==> config.mk <==
export PLATFORM = sky130hd
export DESIGN_NAME = euclid_fold_ctrl
export DESIGN_NICKNAME = d
export VERILOG_FILES = /design/src/rtl/euclid_fold_ctrl.sv
export SDC_FILE = /design/constraint.sdc
export NUM_CORES = 1
export LEC_CHECK = 0
export ABC_AREA = 1
export CAP_MARGIN = 20
export CORE_ASPECT_RATIO = 0.9
export CORE_MARGIN = 10
export CORE_UTILIZATION = 25
export CTS_BUF_LIST = sky130_fd_sc_hd__clkbuf_16
export DETAILED_ROUTE_END_ITERATION = 6
export PLACE_DENSITY = 0.53
export SLEW_MARGIN = 20
export SYNTH_ARGS = -nofsm -noshare
export SYNTH_HDL_FRONTEND = slang
export SYNTH_SLANG_ARGS = --single-unit
export TNS_END_PERCENT = 20
==> constraint.sdc <==
create_clock -name clk -period 2 [get_ports clk]
set_input_delay 0.2 -clock clk [delete_from_list [all_inputs] [get_ports clk]]
set_output_delay 0.2 -clock clk [all_outputs]
set_load 0.01 [all_outputs]
==> src/rtl/euclid_fold_ctrl.sv <==
// Folded euclidean-solver controller: loads one P-beat problem, recirculates it
// NPASS times through an external CHAIN_LAT-deep cell chain plus a LOOP_DLY
// delay line, then presents the final pass on the out_* port.
module euclid_fold_ctrl #(
  parameter int W          = 13,
  parameter int DW         = 5,
  parameter int CHAIN_LAT  = 4,
  parameter int LOOP_DLY   = 8,
  parameter int NPASS      = 4,
  parameter int STOP_EXTRA = 3
) (
  input  logic          clk,
  input  logic          reset,
  input  logic          abort,
  input  logic          in_valid,
  output logic          in_ready,
  input  logic [DW-1:0] in_deg_r,
  input  logic [DW-1:0] in_deg_q,
  input  logic          in_stop,
  input  logic          in_start,
  input  logic [W-1:0]  in_r,
  input  logic [W-1:0]  in_q,
  input  logic [W-1:0]  in_l,
  input  logic [W-1:0]  in_u,
  output logic [DW-1:0] ch_deg_r,
  output logic [DW-1:0] ch_deg_q,
  output logic          ch_stop,
  output logic          ch_start,
  output logic [W-1:0]  ch_r,
  output logic [W-1:0]  ch_q,
  output logic [W-1:0]  ch_l,
  output logic [W-1:0]  ch_u,
  input  logic [DW-1:0] cr_deg_r,
  input  logic [DW-1:0] cr_deg_q,
  input  logic          cr_stop,
  input  logic          cr_start,
  input  logic [W-1:0]  cr_r,
  input  logic [W-1:0]  cr_q,
  input  logic [W-1:0]  cr_l,
  input  logic [W-1:0]  cr_u,
  output logic          out_valid,
  output logic [W-1:0]  out_l,
  output logic [W-1:0]  out_u,
  output logic [DW-1:0] out_deg_r,
  output logic          done,
  output logic          busy,
  output logic          err
);

  localparam int P   = CHAIN_LAT + LOOP_DLY;
  localparam int CW  = (P > 1) ? $clog2(P) : 1;
  localparam int PW  = (NPASS > 1) ? $clog2(NPASS) : 1;
  localparam int SDL = LOOP_DLY + STOP_EXTRA;
  // Record of everything except stop: {deg_r, deg_q, start, r, q, l, u}.
  localparam int RW  = 2*DW + 1 + 4*W;
  localparam logic [RW-1:0] REC_RST = {{(RW-1){1'b0}}, 1'b1} << (4*W);

  typedef enum logic [1:0] {IDLE, LOAD, RUN, OUT} state_t;

  state_t          state, state_next;
  logic [CW-1:0]   cyc;
  logic [PW-1:0]   pass;
  logic            sel;
  logic [RW-1:0]   in_rec;
  logic            in_stp;
  logic [RW-1:0]   rec_dly [LOOP_DLY];
  logic            stp_dly [SDL];
  logic [RW-1:0]   cr_rec;
  logic [RW-1:0]   ch_rec;
  logic            accept, gap, flush, cyc_last, out_last;

  assign accept   = in_valid && (state == IDLE || state == LOAD) && !abort;
  assign gap      = (state == LOAD) && !in_valid && !abort;
  assign flush    = abort || gap;
  assign cyc_last = (cyc == CW'(P-1));
  assign out_last = (state == OUT) && (cyc == CW'(CHAIN_LAT));
  assign cr_rec   = {cr_deg_r, cr_deg_q, cr_start, cr_r, cr_q, cr_l, cr_u};
  assign {ch_deg_r, ch_deg_q, ch_start, ch_r, ch_q, ch_l, ch_u} = ch_rec;

  // State register
  always_ff @(posedge clk or negedge reset) begin
    if (!reset) state <= IDLE;
    else        state <= state_next;
  end

  // Next-state logic; abort overrides every other transition
  always_comb begin
    state_next = state;
    unique case (state)
      IDLE: if (accept) state_next = LOAD;
      LOAD: begin
        if (!in_valid)     state_next = IDLE;
        else if (cyc_last) state_next = RUN;
      end
      RUN:  if (pass == PW'(NPASS-1) && cyc == CW'(CHAIN_LAT)) state_next = OUT;
      OUT:  if (out_last) state_next = IDLE;
      default: state_next = IDLE;
    endcase
    if (abort) state_next = IDLE;
  end

  // Outputs and chain-input mux
  always_comb begin
    in_ready  = (state == IDLE || state == LOAD) && !abort;
    busy      = (state != IDLE);
    out_valid = (state == OUT);
    done      = out_last;
    out_l     = '0;
    out_u     = '0;
    out_deg_r = '0;
    if (state == OUT) begin
      out_l     = cr_l;
      out_u     = cr_u;
      out_deg_r = cr_deg_r;
    end
    ch_rec  = sel ? rec_dly[LOOP_DLY-1] : in_rec;
    ch_stop = sel ? stp_dly[SDL-1]      : in_stp;
  end

  // Beat and pass counters; they free-run whenever the FSM is not idle
  always_ff @(posedge clk or negedge reset) begin
    if (!reset) begin
      cyc  <= '0;
      pass <= '0;
    end else if (state_next == IDLE) begin
      cyc  <= '0;
      pass <= '0;
    end else begin
      cyc <= cyc_last ? '0 : cyc + 1'b1;
      if (cyc_last) pass <= (pass == PW'(NPASS-1)) ? '0 : pass + 1'b1;
    end
  end

  // Sticky load-gap flag, cleared by the next accepted problem
  always_ff @(posedge clk or negedge reset) begin
    if (!reset)                       err <= 1'b0;
    else if (gap)                     err <= 1'b1;
    else if (state == IDLE && accept) err <= 1'b0;
  end

  // Input register, recirculation select and loop delay lines
  always_ff @(posedge clk or negedge reset) begin
    if (!reset) begin
      sel    <= 1'b0;
      in_rec <= REC_RST;
      in_stp <= 1'b1;
      for (int unsigned i = 0; i < LOOP_DLY; i++) rec_dly[i] <= REC_RST;
      for (int unsigned i = 0; i < SDL; i++)      stp_dly[i] <= 1'b1;
    end else if (flush) begin
      sel    <= 1'b0;
      in_rec <= REC_RST;
      in_stp <= 1'b1;
      for (int unsigned i = 0; i < LOOP_DLY; i++) rec_dly[i] <= REC_RST;
      for (int unsigned i = 0; i < SDL; i++)      stp_dly[i] <= 1'b1;
    end else begin
      // Select goes high one cycle after RUN is entered, i.e. P cycles after
      // the first pass-0 beat reaches the chain, and drops with the done beat.
      sel    <= (state == RUN) || ((state == OUT) && !out_last);
      in_rec <= accept ? {in_deg_r, in_deg_q, in_start, in_r, in_q, in_l, in_u} : REC_RST;
      in_stp <= accept ? in_stop : 1'b1;
      rec_dly[0] <= cr_rec;
      for (int unsigned i = 1; i < LOOP_DLY; i++) rec_dly[i] <= rec_dly[i-1];
      stp_dly[0] <= cr_stop;
      for (int unsigned i = 1; i < SDL; i++)      stp_dly[i] <= stp_dly[i-1];
    end
  end

endmodule

==> out/qor.yml <==
die:
  io_pins: 232
  start_util: 0.252
  die-area_um2: 95200
  core-area_um2: 82600
  die_h_um: 294
  floorplan.rows: 100
  dieWidth_um: 324
yosys:
  synth_top_family_by_area: "buffers and inverters"
  syn_area_per_cell_um2: 10.6
  synth_compound_area_frac: 0.00216
  ys.flop_type: "dfrtp_1"
  seq_area_frac_synth: 0.709
  syn-num-nets: 2090
  netlist_area_um2: 20800
  synth_area_leaders: "dfrtp_1, nor2_1, inv_1, mux2_2, dfstp_2"
  synthArstFlopShare: 1.00
  yosys.area_share.xor_xnor: 0.000421
  synthTopCellsByCount: "nor2_1, inv_1, dfrtp_1"
  yosysWarnings: 0
  yosys.area_share.simple: 0.121
  synth.most_common_cell: "nor2_1"
  yosys.area_share.adder: 0.00180
  yosysTopAreaCellShare: 0.683
  synth_mux_area_frac: 0.0346
  synth_largest_area_cell: "dfrtp_1"
  ys_types: 21
  postSynthCellCount: 1955
  ys_seq_elements: 589
  synth_edf_count: 0
place:
  io_buffers: 231
  place.gp.congestion: 0.735
  dpl_cell_area_um2: 24600
  place_inst: 3233
  dp_hpwl_mm: 28.4
timing:
  period_share: 1.04
  setup_viol: 63
  drv_slew: 0
  worst_pin_slew_ns: 0.453
  fin_ws_ns: -0.0895
  rsz0062_at_grt: "true"
  slew_headroom: 0.698
  fin_crit_ns: 2.09
  hold_viol_final: 0
  max_freq_ghz: 0.479
  finalClockSkew_ns: 0.0148
  hold_slack_ns: 0.0995
drt:
  avgRoutedWirePerCell_um: 12.5
  drcViolationCount: 0
  wl_mm: 42.0
  ant_nets: 0
  first_pass_iters: 4
  viasPerCell: 3.38
  vias: 11300
  drt-initial-drc-count: 666
critical_path:
  endpoint_kind: "primary output"
  crit_buf_inv: 3
  slowest_delay_ns: 0.55
  crit_family: "flip-flops"
  cp_max_fo: 7
  crit_top_cell: "buf_6"
  required_ns: 1.80
  critPathArrivalTime_ns: 1.89
  path_cells: "buf_6, buf_12, mux2_4, buf_6"
  cp-start-kind: "register"
  cp_slowest_cell: "dfrtp_4"
  worstSetupPathType: "register to primary output"
clock_network:
  clock_sinks: 589
  htreeDepth: 2
  clockRootBuffer: "clkbuf_16"
  clk_latency_ns: 0.61
  cts_buffers: 59
  clockBufferDepth: 3
  cts_tree: "built"
  clk_pin_slew_ns: 0.06
power_and_ir_drop:
  p_seq_frac: 0.509
  powerDensity_nw_per_um2: 906
  p_leak_nw: 13.1
  p_sw_frac: 0.221
  power_switching_w: 0.00531
  clkPwrFrac: 0.434
  max-vdd-ir-drop_mv: 0.634
  power_frac_comb: 0.057
  intPower_w: 0.0188
global_route:
  grt_pass1_wl_mm: 67.7
  grt_max_degree: 78
  grt_pass1_vias: 12000
  grt.overflow.total: 0
  antenna_found_initial: 5
  grtUsageTotal: 0.0889
final_layout:
  drive_above_1_share: 0.141
  fillers: 8441
  final_cells: 3353
  area_growth_pct: 27.7
  stdcell_area_um2: 26600
  final_nets: 2368
  finish.utilization: 0.322
hold_path:
  worstHoldPathType: "input pin to register"
job:
  cap_violations: 0
run_status:
  status: "finished with violations"
  violations: "setup timing"
==> worst paths after layout <==
| kind | from | endpoint | slack [ns] | depth (start not counted) |
|---|---|---|---|---|
| max in group asynchronous | reset | rec_dly[195] | 1.08 | 4 |
| min reg2reg | rec_dly[144] | rec_dly[81] | 0.46 | 2 |
| min in group asynchronous | reset | rec_dly[273] | 0.11 | 2 |
| min | cr_r[6] | rec_dly[486] | 0.1 | 3 |
| max reg2reg | cyc[0] | cyc[2] | 0.39 | 7 |
| max | sel | ch_deg_q[4] | -0.09 | 4 |
==> power by group through the flow <==
stage	combinational (W)	clock, W	sequential, W
final	0.00138	0.0104	0.0123
after global routing	0.00157	0.0113	0.0123
after CTS	0.00143	0.0109	0.0123
after detailed placement	0.00142	0	0.0125
after global placement	0.00140	0	0.0125
after floorplan	0.000607	0	0.0125
==> metrics by stage <==
step	setup TNS [ns]	worst slack [ns]	total power, W
6_report	-3.72	-0.0895	0.0241
5_1_grt	-7.76	-0.146	0.0252
4_1_cts	-7.46	-0.221	0.0245
3_5_place_dp	0	0.0970	0.0139
3_3_place_gp	0	0.116	0.0139
2_1_floorplan	0	0.676	0.0131
==> logic make-up after synthesis <==
| group | Yosys count |
|---|---|
| xor gates and xnor gates | 1 |
| AOI/OAI and AO/OA | 9 |
| buffers and inverters | 644 |
| adders and majority gates | 3 |
| muxes | 64 |
| and+or+nand+nor | 645 |
| DFF | 589 |
==> worst min-delay path, cell delays in order <==
cell,delay [ns]
clkdlybuf4s50_1,0.39
inv_1,0.05
nor2_1,0.03
==> flip-flops by register name, indices dropped and copies added (netlist names) <==
name	count
cyc	4
err	1
in_rec	63
in_stp	1
pass	2
rec_dly	504
sel	1
state	2
stp_dly	11
==> per-layer routing <==
layer / global-route usage / part of all wire / vias to the layer above
li1: - / - / 5954
met1: 0.116 / 0.46 / 5162
met2: 0.142 / 0.47 / 143
met3: 0.0190 / 0.042 / 81
met4: 0.0345 / 0.028 / 4
met5: 0 / 0.00050 / -
==> cell usage in the layout (no fill, tap or decap), drive strengths merged <==
master / instances
a21oi: 7
buf: 121
bufinv: 5
clkbuf: 63
clkdlybuf4s15: 20
clkdlybuf4s50: 131
clkinv: 21
clkinvlp: 3
dfrtp: 568
dfstp: 21
diode: 3
dlygate4sd2: 12
dlygate4sd3: 1
dlymetal6s2s: 1
ha: 3
inv: 590
mux2: 64
nand2: 19
nand3: 6
nand3b: 1
nand4: 2
nor2: 595
nor3: 1
o21ai: 2
or2: 21
xor2: 1
==> timing repair <==
item                                   CTS  global route
hold buffers                             1             0
gates resized for setup                344            36
setup endpoints to repair               98            87
endpoints found under the hold margin  463             0
setup buffers                            7             0
cloned                                   2             1
==> layout make-up <==
cell class / instances / area [µm²] / share of cell area
inverter: 571 / 2140 / 0.0806
multi-input combinational: 722 / 3370 / 0.127
timing repair buffer: 290 / 3120 / 0.117
tap: 1071 / 1340 / 0.0504
antenna: 3 / 7.51 / 0.000282
clock inverter: 48 / 358 / 0.0135
clock buffer: 59 / 1480 / 0.0555
sequential: 589 / 14800 / 0.556
No activity file was read; power rests on OpenSTA's default activity.
